File: config.mk
export PLATFORM = sky130hd
export DESIGN_NAME = param_stack
export DESIGN_NICKNAME = d
export VERILOG_FILES = /design/src/rtl/stack_pkg.sv /design/src/rtl/stack_mem.sv /design/src/rtl/param_stack.sv
export SDC_FILE = /design/constraint.sdc
export NUM_CORES = 1
export LEC_CHECK = 0
export BUFFER_PORTS_ARGS = -buffer_cell sky130_fd_sc_hd__buf_2
export CAP_MARGIN = 10
export CORE_MARGIN = 5
export CORE_UTILIZATION = 50
export DETAILED_ROUTE_END_ITERATION = 10
export HOLD_SLACK_MARGIN = 0.08
export PLACE_DENSITY_LB_ADDON = 0.2
export SYNTH_ARGS = -nofsm -noshare
export SYNTH_HDL_FRONTEND = slang
export SYNTH_SLANG_ARGS = --single-unit
File: constraint.sdc
create_clock -name clk -period 9.7 [get_ports clk]
set_clock_uncertainty 0.1 [all_clocks]
set_input_delay 0.97 -clock clk [delete_from_list [all_inputs] [get_ports clk]]
set_output_delay 0.97 -clock clk [all_outputs]
set_load 0.02 [all_outputs]
File: src/rtl/stack_pkg.sv
// Shared constants and direction encoding for the path stack and the path-walker.
package stack_pkg;

   localparam int unsigned DIR_W       = 2;
   localparam int unsigned STACK_DEPTH = 256;

   typedef enum logic [1:0] {
      UP    = 2'b00,
      RIGHT = 2'b01,
      DOWN  = 2'b10,
      LEFT  = 2'b11
   } dir_e;

endpackage

File: src/rtl/stack_mem.sv
// Stack storage: one synchronous write port and one asynchronous read port.
// The array has no reset; contents are qualified by the stack count.
module stack_mem #(
   parameter  int unsigned width  = 2,
   parameter  int unsigned depth  = 256,
   localparam int unsigned addr_w = $clog2(depth)
) (
   input  logic              clk,
   input  logic              we,
   input  logic [addr_w-1:0] waddr,
   input  logic [width-1:0]  wdata,
   input  logic [addr_w-1:0] raddr,
   output logic [width-1:0]  rdata
);

   logic [width-1:0] mem [depth];

   always_ff @(posedge clk) begin
      if (we) mem[waddr] <= wdata;
   end

   assign rdata = mem[raddr];

endmodule

File: src/rtl/param_stack.sv
// Parametrised LIFO with registered top-of-stack, pop result strobe,
// replace-top on simultaneous push+pop, synchronous clear and sticky error flags.
module param_stack
   import stack_pkg::*;
#(
   parameter  int unsigned direction_length = DIR_W,
   parameter  int unsigned size             = STACK_DEPTH,
   localparam int unsigned cnt_w            = $clog2(size + 1),
   localparam int unsigned addr_w           = $clog2(size)
) (
   input  logic                        clk,
   input  logic                        rst_n,
   input  logic                        clear,
   input  logic                        push,
   input  logic                        pop,
   input  logic [direction_length-1:0] data_in,
   output logic [direction_length-1:0] data_out,
   output logic                        data_valid,
   output logic [direction_length-1:0] top,
   output logic                        empty,
   output logic                        full,
   output logic [cnt_w-1:0]            count,
   output logic                        overflow,
   output logic                        underflow
);

   logic [cnt_w-1:0]            count_nxt;
   logic [direction_length-1:0] top_nxt;
   logic [direction_length-1:0] data_out_nxt;
   logic                        data_valid_nxt;
   logic                        overflow_nxt;
   logic                        underflow_nxt;
   logic                        mem_we;
   logic [addr_w-1:0]           mem_waddr;
   logic [addr_w-1:0]           mem_raddr;
   logic [direction_length-1:0] mem_rdata;

   // Element below the current top, used to refill the top register on pop.
   assign mem_raddr = addr_w'(count - cnt_w'(2));

   stack_mem #(
      .width (direction_length),
      .depth (size)
   ) u_mem (
      .clk   (clk),
      .we    (mem_we),
      .waddr (mem_waddr),
      .wdata (data_in),
      .raddr (mem_raddr),
      .rdata (mem_rdata)
   );

   // Next-state decode: clear beats push/pop; pop is resolved before push.
   always_comb begin
      count_nxt      = count;
      top_nxt        = top;
      data_out_nxt   = data_out;
      data_valid_nxt = 1'b0;
      overflow_nxt   = overflow;
      underflow_nxt  = underflow;
      mem_we         = 1'b0;
      mem_waddr      = '0;

      if (clear) begin
         count_nxt     = '0;
         top_nxt       = '0;
         overflow_nxt  = 1'b0;
         underflow_nxt = 1'b0;
      end else if (push && pop) begin
         if (empty) begin
            mem_we        = 1'b1;
            mem_waddr     = '0;
            count_nxt     = cnt_w'(1);
            top_nxt       = data_in;
            underflow_nxt = 1'b1;
         end else begin
            data_out_nxt   = top;
            data_valid_nxt = 1'b1;
            mem_we         = 1'b1;
            mem_waddr      = addr_w'(count - cnt_w'(1));
            top_nxt        = data_in;
         end
      end else if (push) begin
         if (full) begin
            overflow_nxt = 1'b1;
         end else begin
            mem_we    = 1'b1;
            mem_waddr = addr_w'(count);
            count_nxt = count + cnt_w'(1);
            top_nxt   = data_in;
         end
      end else if (pop) begin
         if (empty) begin
            underflow_nxt = 1'b1;
         end else begin
            data_out_nxt   = top;
            data_valid_nxt = 1'b1;
            count_nxt      = count - cnt_w'(1);
            top_nxt        = (count >= cnt_w'(2)) ? mem_rdata : '0;
         end
      end
   end

   // empty/full are registered alongside count so no input reaches an output.
   always_ff @(posedge clk or negedge rst_n) begin
      if (!rst_n) begin
         count      <= '0;
         top        <= '0;
         data_out   <= '0;
         data_valid <= 1'b0;
         overflow   <= 1'b0;
         underflow  <= 1'b0;
         empty      <= 1'b1;
         full       <= 1'b0;
      end else begin
         count      <= count_nxt;
         top        <= top_nxt;
         data_out   <= data_out_nxt;
         data_valid <= data_valid_nxt;
         overflow   <= overflow_nxt;
         underflow  <= underflow_nxt;
         empty      <= (count_nxt == '0);
         full       <= (count_nxt == cnt_w'(size));
      end
   end

endmodule

==> results of run 1 <==
==> worst max-delay path by stage <==
stage                             startpoint                          end  cells after the start
after CTS                 count[1]$_DFF_PN0_           top[1]$_DFFE_PN0P_                     12
after detailed placement  count[1]$_DFF_PN0_           top[1]$_DFFE_PN0P_                     12
final                     count[1]$_DFF_PN0_           top[1]$_DFFE_PN0P_                     12
after global placement    count[1]$_DFF_PN0_           top[1]$_DFFE_PN0P_                     12
after global routing      count[1]$_DFF_PN0_           top[1]$_DFFE_PN0P_                     12
after floorplan           count[0]$_DFF_PN0_  u_mem.mem[200][0]$_DFFE_PP_                     12
==> through the flow <==
step	utilization (%)	instances	cell area (um2)	setup slack [ps]	power [W]
after floorplan	-	1462	22700	5950	0.00355
after global routing	55.2	2115	25000	3990	0.00611
after detailed placement	51.6	2015	23300	4300	0.00395
after global placement	51.6	2015	23300	4440	0.00395
after CTS	55.2	2115	25000	4290	0.00590
final	55.2	2115	25000	4300	0.00587
==> sequential cells by signal, indices dropped and copies added, names as in the netlist <==
register    flops
count           9
data_valid      1
full            1
empty           1
overflow        1
underflow       1
data_out        2
top             2
u_mem.mem     512
==> power by group through the flow <==
stage / Sequential, W / Combinational [W] / Clock (W)
floorplan: 0.00262 / 0.000933 / 0
global placement: 0.00265 / 0.00130 / 0
detailed placement: 0.00265 / 0.00131 / 0
CTS: 0.00260 / 0.00131 / 0.00199
global route: 0.00260 / 0.00141 / 0.00210
finish: 0.00260 / 0.00132 / 0.00196
==> critical path, stage by stage (launching register included) <==
cell and delay (ps):
dfrtp_4 970, inv_1 500, ha_1 500, xor2_4 160, buf_4 790, buf_4 570
mux4_2 380, mux2_2 270, a21oi_1 200, nand3_1 110, a21oi_1 240, nor4_1 120
or3_1 320
==> layout by cell type (no fill, tap or decap), drive strengths merged, types with 4 or more instances in the layout <==
master / netlist / routed
edfxtp: 512 / 512
nor2: 303 / 303
nand2: 116 / 116
mux4: 114 / 114
clkbuf: 30 / 67
buf: 72 / 55
mux2i: 37 / 37
clkinv: 0 / 27
a21oi: 23 / 23
nand4: 21 / 21
o21ai: 20 / 20
nand3: 18 / 18
dfrtp: 17 / 17
nor3: 16 / 16
a31oi: 13 / 13
inv: 9 / 11
nor4: 9 / 9
a211oi: 9 / 9
ha: 9 / 9
mux2: 8 / 8
nor2b: 8 / 8
a2111oi: 8 / 8
and2: 8 / 8
a32oi: 6 / 6
xor2: 6 / 6
xnor2: 5 / 5
and3: 4 / 4
o22ai: 4 / 4
o211ai: 4 / 4
o31ai: 4 / 4
==> cells by family after synthesis <==
family / after synthesis / share of synthesized area (%)
DFF: 530 / 69.7
and+or+nand+nor: 525 / 9.86
buffers and inverters: 111 / 2.48
AOI/OAI and AO/OA: 117 / 3.57
xor gates and xnor gates: 11 / 0.507
adders and majority gates: 9 / 0.496
muxes: 159 / 13.3
==> final cells by class <==
| class | instances | share of cell area [%] |
|---|---|---|
| inverters | 9 | 0.135 |
| clock inverters | 33 | 0.932 |
| multi-input cells | 821 | 25.3 |
| flip-flops and latches | 530 | 63.4 |
| repair buffers | 55 | 1.51 |
| clock buffers | 67 | 5.69 |
| well taps | 600 | 3.01 |
==> routing by layer <==
| metal | part of all wire (%) | GRT usage, % | up-vias |
|---|---|---|---|
| met5 | 0 | 0 | - |
| met4 | 2.6 | 6.23 | 0 |
| met3 | 7.8 | 4.25 | 98 |
| met2 | 48 | 35.7 | 550 |
| met1 | 42 | 31.1 | 6644 |
| li1 | - | - | 5643 |
==> flow_summary.json, run 1 <==
{
  "fin_crit_ps": 5400,
  "timing.rr.end": "top[1]$_DFFE_PN0P_",
  "cts_buffers": 54,
  "pwr-share-comb_pct": 22.4,
  "first_iter_violations": 1657,
  "routabilityCongestion": 0.834,
  "finalHoldViolCount": 0,
  "r2r_cells": 12,
  "post-synth-top-area-fraction_pct": 67.8,
  "cp_max_fo": 66,
  "core_mm2": 0.0452,
  "tns_ps": 0,
  "power_frac_seq_pct": 44.3,
  "totalWireLength_mm": 55.0,
  "arrival_ps": 5780,
  "ys_seq_area_share_pct": 69.7,
  "slew_headroom_pct": 25.3,
  "r2r-start": "count[1]$_DFF_PN0_",
  "synth_nets": 1478,
  "yosysWarnings": 0,
  "root_buffer": "clkbuf_16",
  "clock_path_buffers": 3,
  "fp-row-count": 78,
  "syn2layout_area_growth_pct": 10.0,
  "cts_setup_buffers": 0,
  "required_ps": 10080,
  "vias_per_cell": 6.12,
  "portBuffers": 24,
  "async_reset_ff_share_pct": 3.40,
  "yosysTopAreaCell": "edfxtp_1",
  "drv_cap": 0,
  "fill_cells": 3581,
  "holdWs_ps": 204,
  "crit_path_end_kind": "flip-flop",
  "grt_pass1_wl_mm": 83.1,
  "grt_setup_unrepaired": "false",
  "synth_common_cells": "edfxtp_1 (512), nor2_1 (303), nand2_1 (115), mux4_2 (114), buf_2 (51)",
  "drtAntennaViolNets": 0,
  "synth.cell_area_mm2": 0.0227,
  "worst-setup-path-type": "flip-flop to flip-flop",
  "synth_ff_type": "edfxtp_1",
  "dr.pass1.iters": 6,
  "worst_slew_pin_slew_ps": 1120,
  "drc": 0,
  "synth-edff-count": 512,
  "overflow": 0,
  "cts-hold-fix-buffers": 0,
  "critPathLaunchType": "flip-flop",
  "slew_violations": 0,
  "wl_per_cell_um": 26.0,
  "syn-mean-instance-area_um2": 15.5,
  "track_usage_pct": 22.1,
  "ir_drop_uv": 143,
  "antenna_found_initial": 0,
  "power_switching_w": 0.00174,
  "register_area_mm2": 0.0158,
  "start_util_pct": 50.2,
  "diodes": 0,
  "syn_inst": 1462,
  "multiInputGateArea_mm2": 0.00631,
  "hpwl_mm": 31.5,
  "finalCritPeriodShare_pct": 55.6,
  "fin_nets": 1487,
  "layout-drive-gt1-share_pct": 17.7,
  "setup_violations": 0,
  "path_clk_slew_ps": 60,
  "die-height_um": 223,
  "cellPowerDensity_mw_per_mm2": 235,
  "cts.sinks": 530,
  "grt_pass1_vias": 13284,
  "max_freq_mhz": 185,
  "num_vias": 12935,
  "chipWidth_um": 223,
  "postCtsResizedCells": 0,
  "clock_power_share_pct": 33.3,
  "cellInternalPower_w": 0.00413,
  "hold_path.class": "primary input to async pin",
  "synth-seq-cells": 530,
  "insertion_delay_ps": 610,
  "outcome": "finished clean",
  "htree_num_levels": 2,
  "reg2reg_slack_ps": 4300,
  "ys_top_cells_by_area": "edfxtp_1 (68%), mux4_2 (11%), nor2_1 (5.0%)",
  "num_io_pins": 25,
  "synth_most_common_cell": "edfxtp_1",
  "p_sw_share_pct": 29.6,
  "cts_tree": "done",
  "synth_cell_types": 70,
  "p_leak_nw": 7.75,
  "dieArea_mm2": 0.0497,
  "grt_max_degree": 148
}
Note: power is estimated with default switching activity, not from simulation.
==> run 2: changes to the inputs <==
--- a/config.mk
+++ b/config.mk
@@ -5,6 +5,7 @@
 export SDC_FILE = /design/constraint.sdc
 export NUM_CORES = 1
 export LEC_CHECK = 0
+export ABC_AREA = 1
 export BUFFER_PORTS_ARGS = -buffer_cell sky130_fd_sc_hd__buf_2
 export CAP_MARGIN = 10
 export CORE_MARGIN = 5
==> constraint.sdc (replaced) <==
create_clock -name clk -period 5.6 [get_ports clk]
set_clock_uncertainty 0.1 [all_clocks]
set_input_delay 0.56 -clock clk [delete_from_list [all_inputs] [get_ports clk]]
set_output_delay 0.56 -clock clk [all_outputs]
set_load 0.02 [all_outputs]
==> run 2 against run 1 <==
Critical endpoint is now u_mem.mem[52][1]$_DFFE_PP_. Die area up 5.1%. Synthesized area increased by 5.4%. Register-to-register slack got worse by 2800 ps. Combinational power grew 50%. Global-route usage rose by 1.5 points. Final cell count increased by 41%. Via count up 31%. Critical path depth down 3.
==> flow_summary.json, run 2 <==
{
  "required_ps": 5780,
  "fin_nets": 2350,
  "grt_pass1_vias": 16720,
  "critPathLaunchType": "flip-flop",
  "arrival_ps": 4230,
  "cellPowerDensity_mw_per_mm2": 376,
  "largest_register": "u_mem.mem",
  "insertion_delay_ps": 600,
  "finalCritPeriodShare_pct": 72.3,
  "slew_headroom_pct": 30.1,
  "dr_wl_met2_mm": 28.5,
  "cp_slowest_stage_delay_ps": 700,
  "cts_buffers": 56,
  "route.met3.wl_mm": 4.87,
  "cp_max_fo": 110,
  "grt_setup_unrepaired": "false",
  "cts_setup_buffers": 0,
  "tns_ps": 0,
  "synth_nets": 2394,
  "root_buffer": "clkbuf_16",
  "overflow": 0,
  "total_power_w": 0.00974,
  "fin_crit_ps": 4050,
  "num_io_pins": 25,
  "track_usage_pct": 23.5,
  "fill_cells": 4169,
  "min_delay_path_depth": 2,
  "synth_top_family_by_area": "simple AND/OR/NAND/NOR gates",
  "crit_slowest_cell": "dfrtp_4",
  "synth_ff_type": "edfxtp_1",
  "register_area_mm2": 0.0158,
  "yosysWarnings": 0,
  "dr.pass1.iters": 6,
  "largest_reg_flops": 512,
  "min_to": "underflow$_DFFE_PN0P_",
  "slew_violations": 0,
  "grt_max_degree": 141,
  "synth-seq-cells": 530,
  "htree_num_levels": 2,
  "fp-row-count": 80,
  "chipWidth_um": 229,
  "layout-drive-gt1-share_pct": 7.60,
  "post-synth-top-area-fraction_pct": 64.3,
  "synth_compound_area_share_pct": 3.93,
  "critical_path_buf_inv_count": 2,
  "critical_path.cell_chain": "inv_6 > ha_1 > xnor2_1 > or2_1 > a21oi_4 > inv_2 > nor2_4 > nand2_2 > nor2_1",
  "synth.area.mux_share_pct": 0,
  "diodes": 0,
  "p_leak_nw": 9.46,
  "totalWireLength_mm": 62.1,
  "synth_cell_types": 51,
  "top_regs": "u_mem.mem (512), count (9)",
  "syn2layout_area_growth_pct": 8.32,
  "worst-setup-path-type": "flip-flop to flip-flop",
  "cts-hold-fix-buffers": 1,
  "first_iter_violations": 1936,
  "ir_drop_uv": 261,
  "vias_per_cell": 5.67,
  "synth_most_common_cell": "nor2_1",
  "synthSimpleGateAreaFrac_pct": 24.3,
  "crit_path_end_kind": "flip-flop",
  "synth_fa_ha_area_share_pct": 0.471,
  "start_util_pct": 50.3,
  "antenna_found_initial": 0,
  "dp_cells": 2890,
  "async_reset_ff_share_pct": 3.40,
  "clock_path_buffers": 3,
  "synth.cell_area_mm2": 0.0239,
  "syn-mean-instance-area_um2": 10.1,
  "yosysTopAreaCell": "edfxtp_1",
  "drtAntennaViolNets": 0,
  "portBuffers": 24,
  "cts.sinks": 530,
  "hpwl_mm": 33.9,
  "drc": 0,
  "final_cell_mix": "nor2_1 (524), nand2_1 (513), edfxtp_1 (512)",
  "max_freq_mhz": 247,
  "setup_violations": 0,
  "postCtsResizedCells": 0,
  "grt_pass1_wl_mm": 95.8,
  "outcome": "finished clean",
  "r2r_cells": 9,
  "synth_common_cells": "nor2_1 (524), nand2_1 (513), edfxtp_1 (512), nand3_1 (294), o21ai_0 (138)",
  "cts_tree": "done",
  "reg2reg_slack_ps": 1550,
  "timing.rr.end": "u_mem.mem[52][1]$_DFFE_PP_",
  "crit_family": "simple AND/OR/NAND/NOR gates",
  "ys_seq_area_share_pct": 66.2,
  "finalHoldViolCount": 0,
  "synth-edff-count": 512,
  "fin_ws_ps": 1550,
  "highest_layer": "met4",
  "routabilityCongestion": 0.910,
  "wl_per_cell_um": 20.8,
  "core_mm2": 0.0475,
  "dieArea_mm2": 0.0523,
  "synth_xor_area_share_pct": 0.398,
  "syn_inst": 2378,
  "r2r-start": "count[0]$_DFF_PN0_",
  "multiInputGateArea_mm2": 0.00696,
  "hp-start": "clear",
  "dp_slack_ps": 1590,
  "worst_slew_pin_slew_ps": 1050,
  "die-height_um": 229,
  "drv_cap": 0,
  "routedLengthMet1_mm": 26.0,
  "hold_path.class": "primary input to flip-flop",
  "ys_top_cells_by_area": "edfxtp_1 (64%), nor2_1 (8.2%), nand2_1 (8.1%)",
  "final_common_cell": "nor2_1",
  "num_vias": 16921,
  "path_clk_slew_ps": 60,
  "final_cells": 2983
}
[run 2: cell types whose count changed after synthesis, moves of 16 or more]
cell | previous run | this run
inv_1 | 9 | 113
mux4_2 | 114 | 0
nand4_1 | 21 | 3
nand2_1 | 115 | 513
buf_1 | 1 | 19
nor2_1 | 303 | 524
mux2i_1 | 37 | 0
nand3_1 | 18 | 294
clkbuf_1 | 30 | 52
o21ai_0 | 19 | 138
buf_4 | 18 | 2
buf_2 | 51 | 67
nand2_2 | 0 | 27
[run 2: report_power, final]
part	internal, W	total, W	switching, W
Clock	0.00183	0.00328	0.00145
Sequential	0.00438	0.00448	0.0000916
Combinational	0.000534	0.00198	0.00144
[run 2: kinds of logic after synthesis]
logic type	Yosys count
AND/OR/NAND/NOR	1388
flip-flops	530
buffers and inverters	271
AO/OA/AOI/OAI	170
XOR/XNOR	10
adder cells (fa/ha/maj)	9
[run 2: layout make-up]
| type | count | area share [%] |
|---|---|---|
| tap | 615 | 2.97 |
| clock inverter | 23 | 0.391 |
| clock buffer | 69 | 5.68 |
| sequential | 530 | 61.1 |
| timing repair buffer | 42 | 1.09 |
| inverter | 127 | 1.88 |
| multi-input combinational | 1577 | 26.9 |
[run 2: metrics by stage]
step	util (%)	cell area (um2)	hold WS (ps)
floorplan	-	23900	164
global placement	51.2	24300	349
detailed placement	51.2	24300	362
CTS	54.5	25900	150
global route	54.5	25900	187
finish	54.5	25900	179
[run 2: how the worst max path moves through the flow]
| stage | from | slack, ps | depth (start not counted) | endpoint |
|---|---|---|---|---|
| global placement | count[1]$_DFF_PN0_ | 1620 | 14 | top[0]$_DFFE_PN0P_ |
| detailed placement | count[1]$_DFF_PN0_ | 1590 | 14 | top[0]$_DFFE_PN0P_ |
| CTS | count[1]$_DFF_PN0_ | 1540 | 14 | top[0]$_DFFE_PN0P_ |
| global route | count[1]$_DFF_PN0_ | 1270 | 14 | top[0]$_DFFE_PN0P_ |
| floorplan | count[1]$_DFF_PN0_ | 2340 | 18 | u_mem.mem[197][0]$_DFFE_PP_ |
| finish | count[0]$_DFF_PN0_ | 1550 | 9 | u_mem.mem[52][1]$_DFFE_PP_ |
[run 2: layer usage]
| metal | track usage, % | up-vias |
|---|---|---|
| li1 | - | 7899 |
| met1 | 31.4 | 8218 |
| met2 | 38.0 | 649 |
| met3 | 4.41 | 155 |
| met4 | 10.4 | 0 |
| met5 | 0 | - |
==> run 3: changes to the inputs <==
==> constraint.sdc (replaced) <==
create_clock -name clk -period 4.1 [get_ports clk]
set_clock_uncertainty 0.1 [all_clocks]
set_input_delay 0.41 -clock clk [delete_from_list [all_inputs] [get_ports clk]]
set_output_delay 0.41 -clock clk [all_outputs]
set_load 0.02 [all_outputs]
==> run 3 against run 2 <==
Final cell count rose by 0.80%. Sequential power rose by 35%. Utilization rose by 0.76 points. First-iteration DRC count fell by 8.5%. Global-route usage fell by 0.054 points. Flip-flop and latch count did not move. Clock power rose by 49%. Critical path depth rose by 1. Maximum frequency rose by 16%. Critical path type unchanged. Largest power group unchanged.
==> flow_summary.json, run 3 (same netlist as run 2, synthesis figures left out) <==
{
  "largest_reg_flops": 512,
  "design_area_mm2": 0.0263,
  "routabilityCongestion": 0.929,
  "p_sw_share_pct": 29.9,
  "drv_cap": 0,
  "fp-row-count": 80,
  "fin_crit_ps": 3490,
  "place_area_mm2": 0.0245,
  "setup_violations": 0,
  "worst_slew_pin_slew_ps": 877,
  "grt_pass1_vias": 16642,
  "largest_register": "u_mem.mem",
  "totalWireLength_mm": 62.0,
  "outcome": "finished clean",
  "first_iter_violations": 1771,
  "worst-setup-path-type": "flip-flop to flip-flop",
  "final_common_cell": "nor2_1",
  "die-height_um": 229,
  "crit_path_end_kind": "flip-flop",
  "holdWs_ps": 188,
  "hold_path.class": "primary input to async pin",
  "root_buffer": "clkbuf_16",
  "diodes": 0,
  "dieArea_mm2": 0.0523,
  "track_usage_pct": 23.5,
  "arrival_ps": 3670,
  "postCtsResizedCells": 0,
  "dr.pass1.iters": 6,
  "cp_max_fo": 32,
  "cts_buffers": 54,
  "core_mm2": 0.0475,
  "cts.sinks": 530,
  "slew_headroom_pct": 41.5,
  "max_freq_mhz": 286,
  "path_clk_slew_ps": 60,
  "grt_pass1_wl_mm": 95.7,
  "grt_setup_unrepaired": "false",
  "cp_common_cell": "nand2_1",
  "critical_path.cell_chain": "inv_6 > ha_2 > nand2_1 > nand2_1 > xor2_1 > o2111ai_4 > nor2_4 > nand2_1 > buf_4 > nor2_1",
  "required_ps": 4280,
  "overflow": 0,
  "crit_slowest_cell": "dfrtp_4",
  "cellPowerDensity_mw_per_mm2": 524,
  "syn2layout_area_growth_pct": 9.84,
  "power_switching_w": 0.00412,
  "pwr-share-comb_pct": 20.6,
  "insertion_delay_ps": 590,
  "tns_ps": 0,
  "top_regs": "u_mem.mem (512), count (9)",
  "power_frac_seq_pct": 44.0,
  "finalHoldViolCount": 0,
  "wl_per_cell_um": 20.6,
  "num_io_pins": 25,
  "clock_path_buffers": 3,
  "slew_violations": 0,
  "drtAntennaViolNets": 0,
  "critPathLaunchType": "flip-flop",
  "htree_num_levels": 2,
  "crit_family": "simple AND/OR/NAND/NOR gates",
  "ir_drop_uv": 312,
  "start_util_pct": 50.3,
  "cts_tree": "done",
  "layout-drive-gt1-share_pct": 8.61,
  "num_vias": 16935,
  "critical_path_buf_inv_count": 2,
  "finalCritPeriodShare_pct": 85.1,
  "drc": 0,
  "p_leak_nw": 9.66,
  "grt_max_degree": 155,
  "fin_nets": 2365,
  "cellInternalPower_w": 0.00965,
  "cp_slowest_stage_delay_ps": 580,
  "final_cell_mix": "nor2_1 (524), nand2_1 (513), edfxtp_1 (512)",
  "antenna_found_initial": 1,
  "clock_power_share_pct": 35.4,
  "chipWidth_um": 229,
  "portBuffers": 24,
  "vias_per_cell": 5.63,
  "hpwl_mm": 34.6
}
## run 3: repair_timing
action                                 4_1_cts  5_1_grt
setup endpoints to repair                    0        0
hold buffers                                 3        0
setup buffers                                0        0
endpoints found under the hold margin       20        0
## run 3: worst paths after layout
kind | from | to | slack, ps | cells after the start
worst min register to register | data_out[1]$_DFFE_PN0P_ | data_out[1]$_DFFE_PN0P_ | 370 | 2
worst max-delay path | count[1]$_DFF_PN0_ | u_mem.mem[219][1]$_DFFE_PP_ | 610 | 10
min in group clk | data_in[0] | u_mem.mem[137][0]$_DFFE_PP_ | 290 | 1
max in group asynchronous | rst_n | count[1]$_DFF_PN0_ | 3380 | 2
worst max register to register | count[1]$_DFF_PN0_ | u_mem.mem[219][1]$_DFFE_PP_ | 610 | 10
worst min-delay path | rst_n | data_out[1]$_DFFE_PN0P_ | 190 | 2
## run 3: worst reg2reg max path: stages, from the launching register on
cell and delay [ps]:
dfrtp_4 580, inv_6 260, ha_2 260, nand2_1 70
nand2_1 80, xor2_1 350, o2111ai_4 230, nor2_4 180
nand2_1 450, buf_4 410, nor2_1 220
## run 3: layout make-up
cell class,count,area [um2]
tap,615,769
timing repair buffer,59,453
inverter,127,487
sequential,530,15800
fill,4061,21300
clock inverter,34,308
clock buffer,65,1460
multi-input combinational,1577,6960
## run 3: through the flow
step	cells	total power, W	setup WS (ps)	util [%]
6_report	3007	0.0138	609	55.3
5_1_grt	3007	0.0144	395	55.3
4_1_cts	3007	0.0138	597	55.3
3_5_place_dp	2905	0.00896	652	51.5
3_3_place_gp	2905	0.00894	706	51.5
2_1_floorplan	2378	0.00796	844	-
## run 3: power groups by stage
stage               registers [W]  clock network [W]  logic (W)
finish                    0.00605            0.00488    0.00283
floorplan                 0.00618                  0    0.00178
global route              0.00606            0.00520    0.00310
CTS                       0.00605            0.00494    0.00281
detailed placement        0.00617                  0    0.00279
global placement          0.00616                  0    0.00277
## run 3: per-layer routing
layer	vias up	wire length, um	track usage (%)
met5	-	0	0
met4	0	1530	6.03
met3	110	4420	4.11
met2	639	29800	39.7
met1	8261	26300	31.8
li1	7925	-	-
